--- src/rtl/timer_pkg.sv ---
// ---------------------------------------------------------------------------
// timer_pkg
// Shared definitions for the irrigation timer BCD digit counters.
//   DIGIT_W     : width of one BCD digit
//   DIGIT_MAX   : largest legal BCD digit value (9)
//   bcd_digit_t : one BCD digit
//   bcd_valid() : returns 1 when a digit is a legal BCD value (0..9)
// ---------------------------------------------------------------------------
package timer_pkg;

  localparam int         DIGIT_W   = 4;
  localparam logic [3:0] DIGIT_MAX = 4'd9;

  typedef logic [DIGIT_W-1:0] bcd_digit_t;

  function automatic logic bcd_valid(input bcd_digit_t digit);
    return (digit <= DIGIT_MAX);
  endfunction

endpackage

--- src/rtl/up_to_9.sv ---
// ---------------------------------------------------------------------------
// up_to_9
// Single BCD digit counter, 0..9, for use in a ripple-carry digit chain.
// Ports:
//   clock      : system clock, rising edge
//   reset      : asynchronous active-low reset (q -> 0)
//   clear      : synchronous clear (highest priority)
//   load       : synchronous load of load_digit (illegal digit loads as 0)
//   load_digit : BCD value to load
//   carry_in   : increment request from the lower digit (or the enable)
//   q          : current digit value
//   carry_out  : carry_in AND q==9, feeds the next digit up
// ---------------------------------------------------------------------------
module up_to_9
  import timer_pkg::*;
(
  input  logic       clock,
  input  logic       reset,
  input  logic       clear,
  input  logic       load,
  input  logic [3:0] load_digit,
  input  logic       carry_in,
  output logic [3:0] q,
  output logic       carry_out
);

  bcd_digit_t r_q;
  bcd_digit_t w_q_next;

  always_comb begin
    w_q_next = r_q;
    if (clear) begin
      w_q_next = '0;
    end else if (load) begin
      // A non-BCD load digit is replaced by 0 rather than propagated.
      w_q_next = bcd_valid(load_digit) ? load_digit : '0;
    end else if (carry_in) begin
      w_q_next = (r_q == DIGIT_MAX) ? '0 : r_q + 4'd1;
    end
  end

  always_ff @(posedge clock or negedge reset) begin
    if (!reset) begin
      r_q <= '0;
    end else begin
      r_q <= w_q_next;
    end
  end

  assign q         = r_q;
  assign carry_out = carry_in & (r_q == DIGIT_MAX);

endmodule

--- src/rtl/up_to_target_bcd.sv ---
// ---------------------------------------------------------------------------
// up_to_target_bcd
// Cascadable multi-digit BCD up-counter that counts enable ticks from a
// loaded start value and flags when the count reaches a BCD target.
// Parameter:
//   DIGITS       : number of BCD digits (1..4)
// Ports:
//   clock        : system clock, rising edge
//   reset        : asynchronous active-low reset
//   enable       : count tick
//   clear        : synchronous clear of count and done (highest priority)
//   load         : synchronous load of load_value, clears done
//   load_value   : BCD start value, digit 0 in bits [3:0]
//   target       : BCD terminal value, sampled every cycle
//   q_bus        : current BCD count
//   trigger_next : combinational carry to a further cascaded stage
//   done         : sticky registered completion flag
// Build option:
//   UP_TO_TARGET_HOLD_AT_TARGET_EN : when defined, counting stops at the
//   target value and trigger_next stays low once the target is reached.
// ---------------------------------------------------------------------------
module up_to_target_bcd
  import timer_pkg::*;
#(
  parameter int DIGITS = 2
) (
  input  logic                  clock,
  input  logic                  reset,
  input  logic                  enable,
  input  logic                  clear,
  input  logic                  load,
  input  logic [4*DIGITS-1:0]   load_value,
  input  logic [4*DIGITS-1:0]   target,
  output logic [4*DIGITS-1:0]   q_bus,
  output logic                  trigger_next,
  output logic                  done
);

  logic              r_done;
  logic              w_match;
  logic              w_target_valid;
  logic              w_count_en;
  logic [DIGITS:0]   w_carry;

  // A target containing a non-BCD digit can never be reached by the count.
  always_comb begin
    w_target_valid = 1'b1;
    for (int i = 0; i < DIGITS; i++) begin
      if (!bcd_valid(target[4*i +: 4])) begin
        w_target_valid = 1'b0;
      end
    end
  end

  assign w_match = (q_bus == target) & w_target_valid & ~r_done;

  // Clear/load suppress the count tick so that trigger_next cannot pulse
  // in a cycle whose counter update is overridden.
`ifdef UP_TO_TARGET_HOLD_AT_TARGET_EN
  // Also stop on the match cycle itself so the count freezes at target.
  assign w_count_en = enable & ~clear & ~load & ~r_done & ~w_match;
`else
  assign w_count_en = enable & ~clear & ~load;
`endif

  assign w_carry[0] = w_count_en;

  generate
    for (genvar gi = 0; gi < DIGITS; gi++) begin : g_digit
      up_to_9 u_digit (
        .clock      (clock),
        .reset      (reset),
        .clear      (clear),
        .load       (load),
        .load_digit (load_value[4*gi +: 4]),
        .carry_in   (w_carry[gi]),
        .q          (q_bus[4*gi +: 4]),
        .carry_out  (w_carry[gi+1])
      );
    end
  endgenerate

  assign trigger_next = w_carry[DIGITS];

  always_ff @(posedge clock or negedge reset) begin
    if (!reset) begin
      r_done <= 1'b0;
    end else if (clear || load) begin
      r_done <= 1'b0;
    end else if (w_match) begin
      r_done <= 1'b1;
    end
  end

  assign done = r_done;

endmodule

--- config.mk ---
export PLATFORM = sky130hd
export DESIGN_NAME = up_to_target_bcd
export DESIGN_NICKNAME = d
export VERILOG_FILES = /design/src/rtl/timer_pkg.sv /design/src/rtl/up_to_9.sv /design/src/rtl/up_to_target_bcd.sv
export SDC_FILE = /design/constraint.sdc
export NUM_CORES = 1
export LEC_CHECK = 0
export CORE_ASPECT_RATIO = 1.1
export CORE_MARGIN = 5
export CORE_UTILIZATION = 25
export CTS_CLUSTER_DIAMETER = 60
export DETAILED_ROUTE_END_ITERATION = 10
export GPL_ROUTABILITY_DRIVEN = 0
export GPL_TIMING_DRIVEN = 0
export SKIP_CTS_REPAIR_TIMING = 1
export SYNTH_ARGS = -nofsm -noshare
export SYNTH_HDL_FRONTEND = slang
export SYNTH_SLANG_ARGS = --single-unit
--- constraint.sdc ---
create_clock -name clock -period 1.5 [get_ports clock]
set_clock_uncertainty 0.05 [all_clocks]
set_input_delay 0.3 -clock clock [delete_from_list [all_inputs] [get_ports clock]]
set_output_delay 0.3 -clock clock [all_outputs]
set_load 0.005 [all_outputs]
**Yosys cells after proc, flatten, opt, wreduce, memory -nomap -nowiden**

Index checks and enable logic that the tools add are counted.

- Register bits: 9
- Latch bits: 0
- Bits in writable memories: 0
- ROM bits: 0
- Bits of input ports: 21
- Output and inout bits: 10
- Logic and storage cells: 39
- Memories kept: 0

- $add $sub $neg: 2
- Multipliers: 0
- Divide/modulo/power cells: 0
- Order comparisons: 4
- Equality and inequality tests: 3
- Shift-type cells: 0
- Muxes and demuxes: 14
- Bitwise gates (word level): 9
- Reduce and logical (&&, ||, !) cells: 4

Operators by type and width:

| kind | number |
|---|---|
| 2-to-1 mux 4 bit | 10 |
| <= comparator 4 bit, second input constant | 4 |
| adder 4 x 1 -> 4 bit, second input constant | 2 |
| equality test 4 bit, second input constant | 2 |
| equality test 8 bit | 1 |
| AND 1 bit | 6 |
| nonzero test 3 bit | 2 |
| 2-to-1 mux 1 bit | 4 |
| inverter 1 bit | 3 |
| nonzero test 2 bit | 1 |
| logical OR 1 bit | 1 |

**Depth between registers and ports, before layout**

- Depth in word-level cells: 7
- Mapped depth: 6
- Depth with buffers taken out: 6

**Cells and area by module**

Synthesis repeated with hierarchy kept, for this count alone.

- Cells, all modules: 88
- Area total of the unflattened synthesis: 760.7 µm²

Modules (own cells, without submodules):

| module | instances | cells each | area each (µm²) | sequential area each (µm²) |
|---|---|---|---|---|
| up_to_9 | 2 | 34 | 295.3 | 100.1 |
| up_to_target_bcd | 1 | 20 | 170.2 | 25.0 |

**Worst setup path before layout**

OpenSTA, ideal clock, no wires.

- Kind: reg-to-output
- Start: register g_digit[0].u_digit.r_q[1]
- End: output trigger_next
- Arrival: 1.228 ns
- Required time: 1.150 ns
- Slack: -0.078 ns
- Cell stages (with the launch flop): 6
- Path buffers: 0
- Cell sequence: dfrtp_1 -> inv_1 -> ha_1 -> and3b_4 -> nand2_1 -> nor4_1

- Word-level cells in the longest chain between the ends: 3

RTL lines:

| what | line | text |
|---|---|---|
| from (decl) | up_to_9.sv:27 | `bcd_digit_t r_q;` |
| from (signal assigned) | up_to_9.sv:46 | `r_q <= w_q_next;` |
| equality test 4 bit | up_to_9.sv:51 | `assign carry_out = carry_in & (r_q == DIGIT_MAX);` |
| AND 1 bit (2 in a row) | up_to_9.sv:51 |  |
| to (decl) | up_to_target_bcd.sv:35 | `output logic trigger_next,` |

Every way passes these cells.

**Worst setup path after layout**

Same ends and word-level chain as after synthesis.

==> metrics.txt <==
# TYPE chip_impl_metric gauge
chip_impl_metric{name="max_cap_violations",unit=""} 0
chip_impl_info{name="timing.hold.worst.class",value="primary input to asynchronous set/reset pin"} 1
chip_impl_info{name="startpoint_type",value="flip-flop"} 1
chip_impl_metric{name="synth_nets",unit=""} 114
chip_impl_metric{name="clock_insertion_delay_worst_skew",unit="ns"} 0.26
chip_impl_metric{name="postRouteAntennaNets",unit=""} 0
chip_impl_metric{name="timing.slew.headroom",unit="%"} 73.7
chip_impl_metric{name="postLayoutCoreUtil",unit="%"} 44.3
chip_impl_metric{name="synth.cell_area",unit="um^2"} 768
chip_impl_metric{name="core_region_area",unit="mm^2"} 0.00300
chip_impl_metric{name="grt.total_usage",unit="%"} 10.2
chip_impl_info{name="synthDominantAreaCellType",value="sky130_fd_sc_hd__dfrtp_1"} 1
chip_impl_metric{name="die_area",unit="mm^2"} 0.00428
chip_impl_metric{name="port-buffer-count",unit=""} 29
chip_impl_metric{name="max-clock-path-buffers",unit=""} 2
chip_impl_info{name="status",value="finished with violations"} 1
chip_impl_metric{name="setup_viol",unit=""} 1
chip_impl_metric{name="io-pin-count",unit=""} 31
chip_impl_metric{name="crit_path_max_incr_delay",unit="ns"} 0.42
chip_impl_metric{name="period_share",unit="%"} 121
chip_impl_metric{name="vdd_ir_drop_max",unit="V"} 0.000241
chip_impl_metric{name="max_freq",unit="MHz"} 549
chip_impl_metric{name="finalMaxSlewViolations",unit=""} 0
chip_impl_metric{name="design_power_total",unit="mW"} 0.735
chip_impl_metric{name="die_h",unit="um"} 68.1
chip_impl_metric{name="cellLeakagePower",unit="nW"} 0.691
chip_impl_metric{name="critPathArrivalTime",unit="ns"} 1.47
chip_impl_metric{name="grt_start_max_net_pins",unit=""} 11
chip_impl_metric{name="final_nets",unit=""} 166
chip_impl_metric{name="grt_antenna_before_repair",unit=""} 0
chip_impl_metric{name="critical_path.max_fanout",unit=""} 3
chip_impl_metric{name="via_count_of_the_first_global_routing_pass",unit=""} 761
chip_impl_metric{name="pwr_per_cell_area",unit="mW/mm^2"} 554
chip_impl_metric{name="globalRoute.totalOverflow",unit=""} 0
chip_impl_info{name="cpLargestDelayFamily",value="simple AND/OR/NAND/NOR gates"} 1
chip_impl_metric{name="critPathRequiredTime",unit="ns"} 1.15
chip_impl_metric{name="drc",unit=""} 0
chip_impl_metric{name="finalHoldViolations",unit=""} 0
chip_impl_metric{name="floorplan.initialDensity",unit="%"} 25.6
chip_impl_metric{name="post_drt_via_cell_ratio",unit=""} 4.75
chip_impl_metric{name="placementRows",unit=""} 21
chip_impl_metric{name="synth-seq-area-share",unit="%"} 29.3
chip_impl_metric{name="final_critical_path_setup_slack",unit="ns"} -0.320
chip_impl_info{name="timing.setup.critical_path_class",value="flip-flop to output port"} 1
chip_impl_info{name="final_common_cell",value="sky130_fd_sc_hd__buf_4"} 1
chip_impl_metric{name="post-synth-top-area-fraction",unit="%"} 29.3
chip_impl_metric{name="yosys_reg_bits",unit=""} 9
chip_impl_info{name="most-common-layout-cells",value="sky130_fd_sc_hd__buf_4, sky130_fd_sc_hd__clkdlybuf4s50_1, sky130_fd_sc_hd__nand2_1"} 1
chip_impl_metric{name="worst_path_clk_slew",unit="ns"} 0.06
chip_impl_metric{name="synthAdderAreaFrac",unit="%"} 6.51
chip_impl_metric{name="route.detailed.wl_per_inst",unit="um"} 12.2
chip_impl_info{name="clock_tree.root_cell",value="sky130_fd_sc_hd__clkbuf_4"} 1
chip_impl_metric{name="die_x",unit="um"} 62.9
chip_impl_metric{name="worstMarginPinSlew",unit="ns"} 0.393
chip_impl_info{name="cts_tree",value="built"} 1
chip_impl_metric{name="wirelength",unit="um"} 2120
chip_impl_metric{name="synth_mux_area_share",unit="%"} 0
chip_impl_metric{name="post_dp_cell_area",unit="mm^2"} 0.00111
chip_impl_metric{name="num_vias",unit=""} 827
chip_impl_metric{name="syn_area_per_cell",unit="um^2"} 8.63
chip_impl_info{name="synth_top_family_by_area",value="simple AND/OR/NAND/NOR gates"} 1
chip_impl_info{name="critical_path.cell_chain",value="inv_2 > ha_4 > and3b_4 > nand2_1 > nor4_2 > buf_2"} 1
chip_impl_metric{name="netlist_instances",unit=""} 89
chip_impl_metric{name="detail_route.first_pass.iterations",unit=""} 4
chip_impl_metric{name="h-tree-depth",unit=""} 1
chip_impl_metric{name="post-route-min-period",unit="ns"} 1.82
chip_impl_metric{name="yosysWarnings",unit=""} 0
chip_impl_metric{name="tns",unit="ns"} -0.320
chip_impl_info{name="crit_path_top_delay_cell",value="sky130_fd_sc_hd__dfrtp_2"} 1
chip_impl_metric{name="num_antenna_cells",unit=""} 0
chip_impl_metric{name="cts_sinks",unit=""} 9
chip_impl_metric{name="fraction_of_final_layout_cells_with_drive_strength_greater_than_1",unit="%"} 32.1
chip_impl_info{name="grt_setup_unrepaired",value="true"} 1
chip_impl_metric{name="critical_path_buf_inv_count",unit=""} 2
chip_impl_metric{name="synth_cell_types",unit=""} 35
chip_impl_metric{name="yosys.area_share.xor_xnor",unit="%"} 6.84
chip_impl_metric{name="cts_buffers",unit=""} 3
chip_impl_metric{name="first_pass_grt_wire_length",unit="um"} 3430
chip_impl_info{name="synth.area.top_cells",value="sky130_fd_sc_hd__dfrtp_1, sky130_fd_sc_hd__o21ai_0, sky130_fd_sc_hd__ha_1, sky130_fd_sc_hd__nand2_1, sky130_fd_sc_hd__nand3b_1"} 1
chip_impl_metric{name="first_iter_violations",unit=""} 19
chip_impl_info{name="setup.worst_path.end_class",value="output port"} 1
chip_impl_metric{name="yosys.area_share.simple",unit="%"} 28.7
chip_impl_metric{name="final_cell_area",unit="mm^2"} 0.00133
chip_impl_metric{name="area_delta_synth_final",unit="%"} 72.8
chip_impl_info{name="violations",value="negative setup slack"} 1
chip_impl_metric{name="detailed_place_hpwl",unit="um"} 1630
chip_impl_metric{name="synth_compound_area_share",unit="%"} 26.5
## logic make-up (layout without fill, tap and decap cells)
logic type	Yosys count	after routing
buffers and inverters	4	55
AOI/OAI and AO/OA	28	28
DFF	9	9
adders and majority gates	4	4
xor gates and xnor gates	6	6
and+or+nand+nor	38	38
## path summary, 6_finish.rpt
check,start,end,slack (ns),cells after the start
setup / recovery,g_digit[0].u_digit.q[1],trigger_next,-0.32,6
hold / removal,reset,done,0.28,1
setup reg to reg,g_digit[0].u_digit.q[0],g_digit[1].u_digit.q[2],0,5
hold reg to reg,done,done,0.46,2
max in group asynchronous,reset,g_digit[0].u_digit.q[3],0.82,1
min in group clock,clear,g_digit[0].u_digit.q[1],0.31,2
## state kept, by name, indices dropped and copies added (netlist names)
register / cells
g_digit.u_digit.q: 8
done: 1
## report_power, final
group,internal (mW),switching (mW),leakage [nW]
clock network,0.103,0.0849,0.0150
logic,0.164,0.105,0.567
registers,0.260,0.0186,0.109
## Yosys cell counts (all sizes together)
master / instances
nand2: 11
o21ai: 11
dfrtp: 9
nor2: 6
nand3b: 5
ha: 4
xor2: 4
a21boi: 3
a21oi: 3
a22o: 3
nor3b: 3
a211oi: 2
inv: 2
nand2b: 2
nor3: 2
nor4: 2
o21bai: 2
xnor2: 2
a211o: 1
a21o: 1
a221oi: 1
and2b: 1
and3b: 1
and4b: 1
buf: 1
clkbuf: 1
nand3: 1
nand4: 1
nor2b: 1
o41ai: 1
or2: 1
## through the flow
step	std cells	worst slack, ns	hold slack, ns
after global placement	152	-0.791	0.449
after floorplan	89	0.00271	-0.0456
after CTS	156	-0.897	0.285
after detailed placement	152	-0.757	0.462
final	174	-0.320	0.278
after global routing	174	-0.386	0.325
## per-layer routing
metal | share of wire, % | up-vias | GRT usage [%]
met5 | 0 | - | 0
met4 | 2.3 | 0 | 6.37
met3 | 3.9 | 4 | 2.30
met2 | 49 | 21 | 17.6
met1 | 45 | 374 | 11.5
li1 | - | 428 | -
## area by class of cell
cell class                 count  area, um^2
fill                         302        1670
multi-input combinational     76         558
timing repair buffer          47         445
sequential                     9         235
tap                           34        42.5
clock buffer                   4        26.3
buffer                         2        12.5
inverter                       2        7.51
No activity file was read; power rests on OpenSTA's default activity.
